==> src/rtl/fetch_queue_issue_if.sv <==
// fetch_queue_issue_if
//   Bundles the redirect input, the instruction-memory request/response
//   handshake and the decode issue port of the fetch stage.
//   master : fetch stage view (drives requests and the issue port)
//   slave  : environment view (core redirect logic, memory, decode)
// Signals:
//   redirect_valid/redirect_PC             restart fetch at a new PC
//   i_mem_read/i_mem_read_address          fetch request, valid/address
//   i_mem_ready                            memory accepts the request
//   i_mem_valid/i_mem_data                 in-order instruction response
//   issue_valid/issue_PC/issue_instruction head entry offered to decode
//   issue_ready                            decode takes the head entry
interface fetch_queue_issue_if #(
   parameter int unsigned ADDRESS_BITS = 32,
   parameter int unsigned DATA_WIDTH   = 32
);
   logic                    redirect_valid;
   logic [ADDRESS_BITS-1:0] redirect_PC;
   logic                    i_mem_read;
   logic [ADDRESS_BITS-1:0] i_mem_read_address;
   logic                    i_mem_ready;
   logic                    i_mem_valid;
   logic [DATA_WIDTH-1:0]   i_mem_data;
   logic                    issue_valid;
   logic [ADDRESS_BITS-1:0] issue_PC;
   logic [DATA_WIDTH-1:0]   issue_instruction;
   logic                    issue_ready;

   modport master (
      input  redirect_valid, redirect_PC, i_mem_ready, i_mem_valid,
             i_mem_data, issue_ready,
      output i_mem_read, i_mem_read_address, issue_valid, issue_PC,
             issue_instruction
   );

   modport slave (
      output redirect_valid, redirect_PC, i_mem_ready, i_mem_valid,
             i_mem_data, issue_ready,
      input  i_mem_read, i_mem_read_address, issue_valid, issue_PC,
             issue_instruction
   );
endinterface

==> src/rtl/fetch_queue_issue.sv <==
// fetch_queue_issue
//   Fetch stage decoupling PC generation from issue. Sends sequential or
//   redirected requests to instruction memory with at most QUEUE_DEPTH
//   requests outstanding-or-buffered, stores returned instructions with
//   their PCs in an in-order queue and offers the head to decode. Responses
//   to requests made before a redirect are discarded as they return.
// Ports:
//   clock  : system clock
//   reset  : synchronous, active-high reset
//   scan   : debug strobe, no functional effect
//   bus    : fetch_queue_issue_if.master (redirect, memory, issue port)
module fetch_queue_issue #(
   parameter int unsigned             ADDRESS_BITS = 32,
   parameter int unsigned             DATA_WIDTH   = 32,
   parameter int unsigned             QUEUE_DEPTH  = 4,
   parameter logic [ADDRESS_BITS-1:0] RESET_PC     = '0
) (
   input  logic                 clock,
   input  logic                 reset,
   input  logic                 scan,
   fetch_queue_issue_if.master  bus
);
   localparam int unsigned CW = $clog2(QUEUE_DEPTH) + 1;
   localparam int unsigned PW = $clog2(QUEUE_DEPTH);
   localparam logic [CW:0] DEPTH_LIM = QUEUE_DEPTH[CW:0];

   logic [ADDRESS_BITS-1:0] fetch_pc_q, fetch_pc_d;
   logic [ADDRESS_BITS-1:0] resp_pc_q, resp_pc_d;
   logic [CW-1:0]           inflight_q, inflight_d;
   logic [CW-1:0]           drop_count_q, drop_count_d;
   logic [CW-1:0]           count_q, count_d;
   logic [PW-1:0]           head_q, head_d;
   logic [PW-1:0]           tail_q, tail_d;

   logic [ADDRESS_BITS-1:0] pc_mem  [QUEUE_DEPTH];
   logic [DATA_WIDTH-1:0]   ins_mem [QUEUE_DEPTH];

   logic [CW:0]             occupancy;
   logic [ADDRESS_BITS-1:0] redirect_target;
   logic                    req, accept, resp, push, pop, ivalid;
   logic                    unused_bits;

   assign unused_bits = ^{scan, bus.redirect_PC[1:0]};

   always_comb begin
      redirect_target = {bus.redirect_PC[ADDRESS_BITS-1:2], 2'b00};
      // Buffered plus outstanding entries form the credit pool, so a
      // returning response always finds a free queue slot.
      occupancy = {1'b0, count_q} + {1'b0, inflight_q};
      req       = !reset && !bus.redirect_valid && (occupancy < DEPTH_LIM);
      accept    = req && bus.i_mem_ready;
      // Responses with nothing outstanding are protocol violations: ignored.
      resp      = bus.i_mem_valid && (inflight_q != '0);
      ivalid    = (count_q != '0) && !bus.redirect_valid;
      pop       = ivalid && bus.issue_ready;
      push      = resp && (drop_count_q == '0) && !bus.redirect_valid;

      fetch_pc_d   = fetch_pc_q;
      resp_pc_d    = resp_pc_q;
      inflight_d   = inflight_q;
      drop_count_d = drop_count_q;
      count_d      = count_q;
      head_d       = head_q;
      tail_d       = tail_q;

      if (bus.redirect_valid) begin
         // Everything still outstanding is wrong-path, including nothing of
         // the response consumed in this very cycle.
         fetch_pc_d   = redirect_target;
         resp_pc_d    = redirect_target;
         inflight_d   = inflight_q - CW'(resp);
         drop_count_d = inflight_q - CW'(resp);
         count_d      = '0;
         head_d       = '0;
         tail_d       = '0;
      end else begin
         if (accept) begin
            fetch_pc_d = fetch_pc_q + ADDRESS_BITS'(4);
         end
         inflight_d = inflight_q + CW'(accept) - CW'(resp);
         if (resp && (drop_count_q != '0)) begin
            drop_count_d = drop_count_q - CW'(1);
         end
         if (push) begin
            resp_pc_d = resp_pc_q + ADDRESS_BITS'(4);
            tail_d    = tail_q + PW'(1);
         end
         if (pop) begin
            head_d = head_q + PW'(1);
         end
         count_d = count_q + CW'(push) - CW'(pop);
      end
   end

   always_ff @(posedge clock) begin
      if (reset) begin
         fetch_pc_q   <= RESET_PC;
         resp_pc_q    <= RESET_PC;
         inflight_q   <= '0;
         drop_count_q <= '0;
         count_q      <= '0;
         head_q       <= '0;
         tail_q       <= '0;
      end else begin
         fetch_pc_q   <= fetch_pc_d;
         resp_pc_q    <= resp_pc_d;
         inflight_q   <= inflight_d;
         drop_count_q <= drop_count_d;
         count_q      <= count_d;
         head_q       <= head_d;
         tail_q       <= tail_d;
      end
   end

   always_ff @(posedge clock) begin
      if (push) begin
         pc_mem[tail_q]  <= resp_pc_q;
         ins_mem[tail_q] <= bus.i_mem_data;
      end
   end

   assign bus.i_mem_read         = req;
   assign bus.i_mem_read_address = fetch_pc_q;
   assign bus.issue_valid        = ivalid;
   assign bus.issue_PC           = ivalid ? pc_mem[head_q]  : '0;
   assign bus.issue_instruction  = ivalid ? ins_mem[head_q] : '0;
endmodule

==> src/flat_wrapper.sv <==
// flat-port wrapper written by rule: the top's interface ports become plain ports
module fetch_queue_issue_flat 
#(
   parameter int unsigned             ADDRESS_BITS = 32,
   parameter int unsigned             DATA_WIDTH   = 32,
   parameter int unsigned             QUEUE_DEPTH  = 4,
   parameter logic [ADDRESS_BITS-1:0] RESET_PC     = '0
)
  (clock, reset, scan, bus_redirect_valid, bus_redirect_PC, bus_i_mem_ready, bus_i_mem_valid, bus_i_mem_data, bus_issue_ready, bus_i_mem_read, bus_i_mem_read_address, bus_issue_valid, bus_issue_PC, bus_issue_instruction);
  fetch_queue_issue_if #(.ADDRESS_BITS(ADDRESS_BITS), .DATA_WIDTH(DATA_WIDTH)) bus_i ();
  input  logic clock;
  input  logic reset;
  input  logic scan;
  input wire logic [$bits(bus_i.redirect_valid)-1:0] bus_redirect_valid;
  input wire logic [$bits(bus_i.redirect_PC)-1:0] bus_redirect_PC;
  input wire logic [$bits(bus_i.i_mem_ready)-1:0] bus_i_mem_ready;
  input wire logic [$bits(bus_i.i_mem_valid)-1:0] bus_i_mem_valid;
  input wire logic [$bits(bus_i.i_mem_data)-1:0] bus_i_mem_data;
  input wire logic [$bits(bus_i.issue_ready)-1:0] bus_issue_ready;
  output wire logic [$bits(bus_i.i_mem_read)-1:0] bus_i_mem_read;
  output wire logic [$bits(bus_i.i_mem_read_address)-1:0] bus_i_mem_read_address;
  output wire logic [$bits(bus_i.issue_valid)-1:0] bus_issue_valid;
  output wire logic [$bits(bus_i.issue_PC)-1:0] bus_issue_PC;
  output wire logic [$bits(bus_i.issue_instruction)-1:0] bus_issue_instruction;
  assign bus_i.redirect_valid = bus_redirect_valid;
  assign bus_i.redirect_PC = bus_redirect_PC;
  assign bus_i.i_mem_ready = bus_i_mem_ready;
  assign bus_i.i_mem_valid = bus_i_mem_valid;
  assign bus_i.i_mem_data = bus_i_mem_data;
  assign bus_i.issue_ready = bus_issue_ready;
  assign bus_i_mem_read = bus_i.i_mem_read;
  assign bus_i_mem_read_address = bus_i.i_mem_read_address;
  assign bus_issue_valid = bus_i.issue_valid;
  assign bus_issue_PC = bus_i.issue_PC;
  assign bus_issue_instruction = bus_i.issue_instruction;
  fetch_queue_issue #(.ADDRESS_BITS(ADDRESS_BITS), .DATA_WIDTH(DATA_WIDTH), .QUEUE_DEPTH(QUEUE_DEPTH), .RESET_PC(RESET_PC)) u_core (.clock(clock), .reset(reset), .scan(scan), .bus(bus_i));
endmodule
==> config.mk <==
export PLATFORM = sky130hd
export DESIGN_NAME = fetch_queue_issue_flat
export DESIGN_NICKNAME = d
export VERILOG_FILES = /design/src/rtl/fetch_queue_issue_if.sv /design/src/rtl/fetch_queue_issue.sv /design/src/flat_wrapper.sv
export SDC_FILE = /design/constraint.sdc
export NUM_CORES = 1
export LEC_CHECK = 0
export BUFFER_PORTS_ARGS = -buffer_cell sky130_fd_sc_hd__buf_2
export CAP_MARGIN = 20
export CORE_UTILIZATION = 60
export CTS_BUF_LIST = sky130_fd_sc_hd__clkbuf_2 sky130_fd_sc_hd__clkbuf_4 sky130_fd_sc_hd__clkbuf_8
export DETAILED_ROUTE_END_ITERATION = 10
export GPL_TIMING_DRIVEN = 0
export PLACE_DENSITY_LB_ADDON = 0.3
export SYNTH_ARGS = -nofsm -noshare
export SYNTH_HDL_FRONTEND = slang
export SYNTH_SLANG_ARGS = --single-unit
==> constraint.sdc <==
create_clock -name clock -period 3.3 [get_ports clock]
set_input_delay 0.66 -clock clock [delete_from_list [all_inputs] [get_ports clock]]
set_output_delay 0.66 -clock clock [all_outputs]
set_load 0.005 [all_outputs]
==> metrics <==
fmax 320 MHz; clk sink count 323; Worst R2R Path Depth 12; Reg clk slew, reported paths 70 ps; chip width 152 um; CP endpoint kind output pin; grt ovf 0; slowest stage delay, CP 550 ps; antenna fix cells 0; Leak 5.67 nW; vias per cell 5.89; largest net degree at the start of global routing 54; Num CTS Buffers 49; # nets final 1215; post-placement cell count 1356; Seq/Total Area, Yosys 66.2%; worst skew pair latency 550 ps; WHS Endpoint u_core.ins_mem[1][24]$_DFFE_PP_; simple-gate area share of the yosys netlist 10.8%; R2R Path Start u_core.inflight_q[1]$_SDFF_PP0_; Post-synth EDFFs 248; Slew Limit Fails 0; slowest cell on the critical path clkbuf_1; RSZ-0062 raised after global routing false; Compound-Gate Fraction of Synth Area 5.52%; Worst-Margin Slew 804 ps; first-pass GRT wire length 45100 um; chain of cells forming the critical path buf_1, clkbuf_1, mux4_2, and2_1, buf_2; Post-Syn Area 13500 um^2; CTS tree done; top-area cell type share of the netlist area 55.1%; Synth Instances 908; Power, Total 8.77 mW; Routed WL 28800 um; synthesized flop and latch total 323; min Tclk post-route 3120 ps; Area after DPL 14800 um^2; Reg area 8950 um^2; fin crit share 94.7%; WP data required 2640 ps; DPL Wire Length 19400 um; gpl congestion 0.919; failing checks design-rule violations; CTS Hold Bufs 0; Die ar. 23100 um^2; Post-Synth XOR/XNOR Area 2.53%; WS Path Type flop to output pin; clock tree root driver cell clkbuf_8; Switching Share 23.8%; post-synthesis mux area share 10.6%; ys async rst share 0%; post-synth top area cell edfxtp_1; final setup violating endpoints 0; top_reg_cell synth edfxtp_1; Final WS setup 175 ps; data arrival time of the worst path 2460 ps; Die H 152 um; relative slew slack 45.9%; non-filler cells, final 1446; pwr/cell area 557 nW/um^2; status finished with violations; largest family of logic cells by synthesized area simple AND/OR/NAND/NOR gates; # rows 54; CORE AREA 22000 um^2; Net Switching 2.08 mW; Final ANT Viol Nets 0; Worst Hold Depth 1; reg2reg setup slack 210 ps; final core utilization 71.8%; setup tns final 0 ps; IO buf count 161; Max-cap violations 0; initial core utilization 61.5%; Post-CTS Setup Inserts 0; internal power 6.69 mW; worst vdd ir 0.253 mV; final hold vios 0; Syn. warnings 0; vias in the first global route 8393; Top Ports 169; via count 8519; initial antenna violation count 0; hold_sp bus_i_mem_data[24]; Mean Syn Cell Area 14.9 um^2; DR WL/cell 19.9 um; HP Class input pin to flop; Fin Hold WS 321 ps; Final Cell Area 15800 um^2; largest cells by area after synthesis edfxtp_1, dfxtp_1, mux4_2; Layout area overhead 16.7%; worst-path maximum fanout 10; combinational share of power 9.7%; initial detailed-routing violation count 638; sequential share of power 53.9%; Worst Clk Skew 23.2 ps; fillers 1473; crit path launch type flop; Post-Synth Adder-Cell Area 1.78%; pre-CTS setup slack 115 ps; total track usage 25.3%; Multi-input gate area 4250 um^2; Post-route DRC 25; layout cells sized above 1 28.4%; Detailed Routing Iterations Pass 1 8; FF-to-FF End u_core.inflight_q[2]$_SDFF_PP0_; H-tree levels 2; CTS max path bufs 3; Synth cell types 56; clock share of power 36.4%
-- cell usage after synthesis (2+ instances only) --
master,n
a311oi_1,3
nor2_1,48
o21ai_0,17
buf_4,4
or3_1,11
a211oi_1,21
nand2_1,48
mux2i_1,2
a21oi_1,23
nand4_1,23
dfxtp_1,75
xnor2_1,11
or4_1,3
inv_1,22
xor2_1,28
nor3_1,7
a21boi_0,6
a22oi_1,2
fa_1,2
ha_1,16
o311ai_0,7
o211ai_1,5
and4_1,6
mux4_2,62
nand3b_1,2
a41oi_1,2
clkbuf_1,39
mux2_2,2
and3_1,10
a31oi_1,17
buf_2,10
nand3_1,27
and2_1,74
nor4_1,4
edfxtp_1,248
-- logic make-up after synthesis --
group,after synthesis
flip-flops,323
AND/OR/NAND/NOR,271
AO/OA/AOI/OAI,112
buffers and inverters,78
multiplexers,66
XOR/XNOR,39
adder cells (fa/ha/maj),18
other,1
-- layer usage --
layer	vias up	track usage [%]	share of wire (%)
met2	407	42.0	49
met1	4145	34.8	41
li1	3926	-	-
met5	-	0	0
met3	41	4.45	8.1
met4	0	6.61	1.4
-- cells in the final DEF, fill, tap and decap left out, types with 21 or more instances in the layout --
cell type and n:
inv_1 22, mux4_2 62, nand4_1 23, dfxtp_1 75, a21oi_1 23, clkbuf_8 53
and2_1 70, a211oi_1 21, nand3_1 27, clkbuf_1 36, nor2_1 48, nand2_1 48
buf_2 166, edfxtp_1 248, xor2_1 28
-- state kept, by name, summed over array words and instances (netlist names), named ones only --
name and count:
u_core.tail_q 2, u_core.inflight_q 3, u_core.count_q 3, u_core.ins_mem 128
u_core.bus.i_mem_read_address 30, u_core.drop_count_q 3, u_core.pc_mem 120, u_core.head_q 2
u_core.resp_pc_q 30
-- final cells by class --
type                    instances  area share [%]
well taps                     280            2.22
repair buffers                165            5.71
multi-input cells             510            27.0
inverters                      23           0.579
clock inverters                23           0.794
plain buffers                  54            1.60
clock buffers                  68            5.34
flip-flops and latches        323            56.8
-- critical path, delay by kind of cell (launching register included) --
kind | cells | cell delay (ps)
DFF | 1 | 310
muxes | 1 | 410
buffers and inverters | 3 | 1020
and+or+nand+nor | 1 | 180
-- how the worst max path moves through the flow --
stage,startpoint,depth (start not counted),end
6_report,flop,5,bus_issue_instruction[21]
5_1_grt,flop,5,bus_issue_PC[11]
4_1_cts,flop,5,bus_issue_instruction[19]
3_5_place_dp,bus_redirect_valid,13,u_core.inflight_q[2]$_SDFF_PP0_
3_3_place_gp,bus_redirect_valid,4,u_core.ins_mem[1][5]$_DFFE_PP_
2_1_floorplan,bus_redirect_valid,3,u_core.ins_mem[1][0]$_DFFE_PP_
-- power groups by stage --
stage,logic [mW],registers [mW],clock network (mW)
floorplan,0.560,4.77,0
global placement,0.803,4.81,0
detailed placement,0.853,4.81,0
CTS,0.858,4.72,3.24
global route,0.949,4.75,3.42
finish,0.851,4.73,3.20
-- repair_timing --
action	CTS	global route
endpoints found under the hold margin	0	0
resized for setup	1	7
gates cloned	0	0
pin swaps	0	0
setup endpoints to repair	2	60
(Power assumes the default switching activity.)
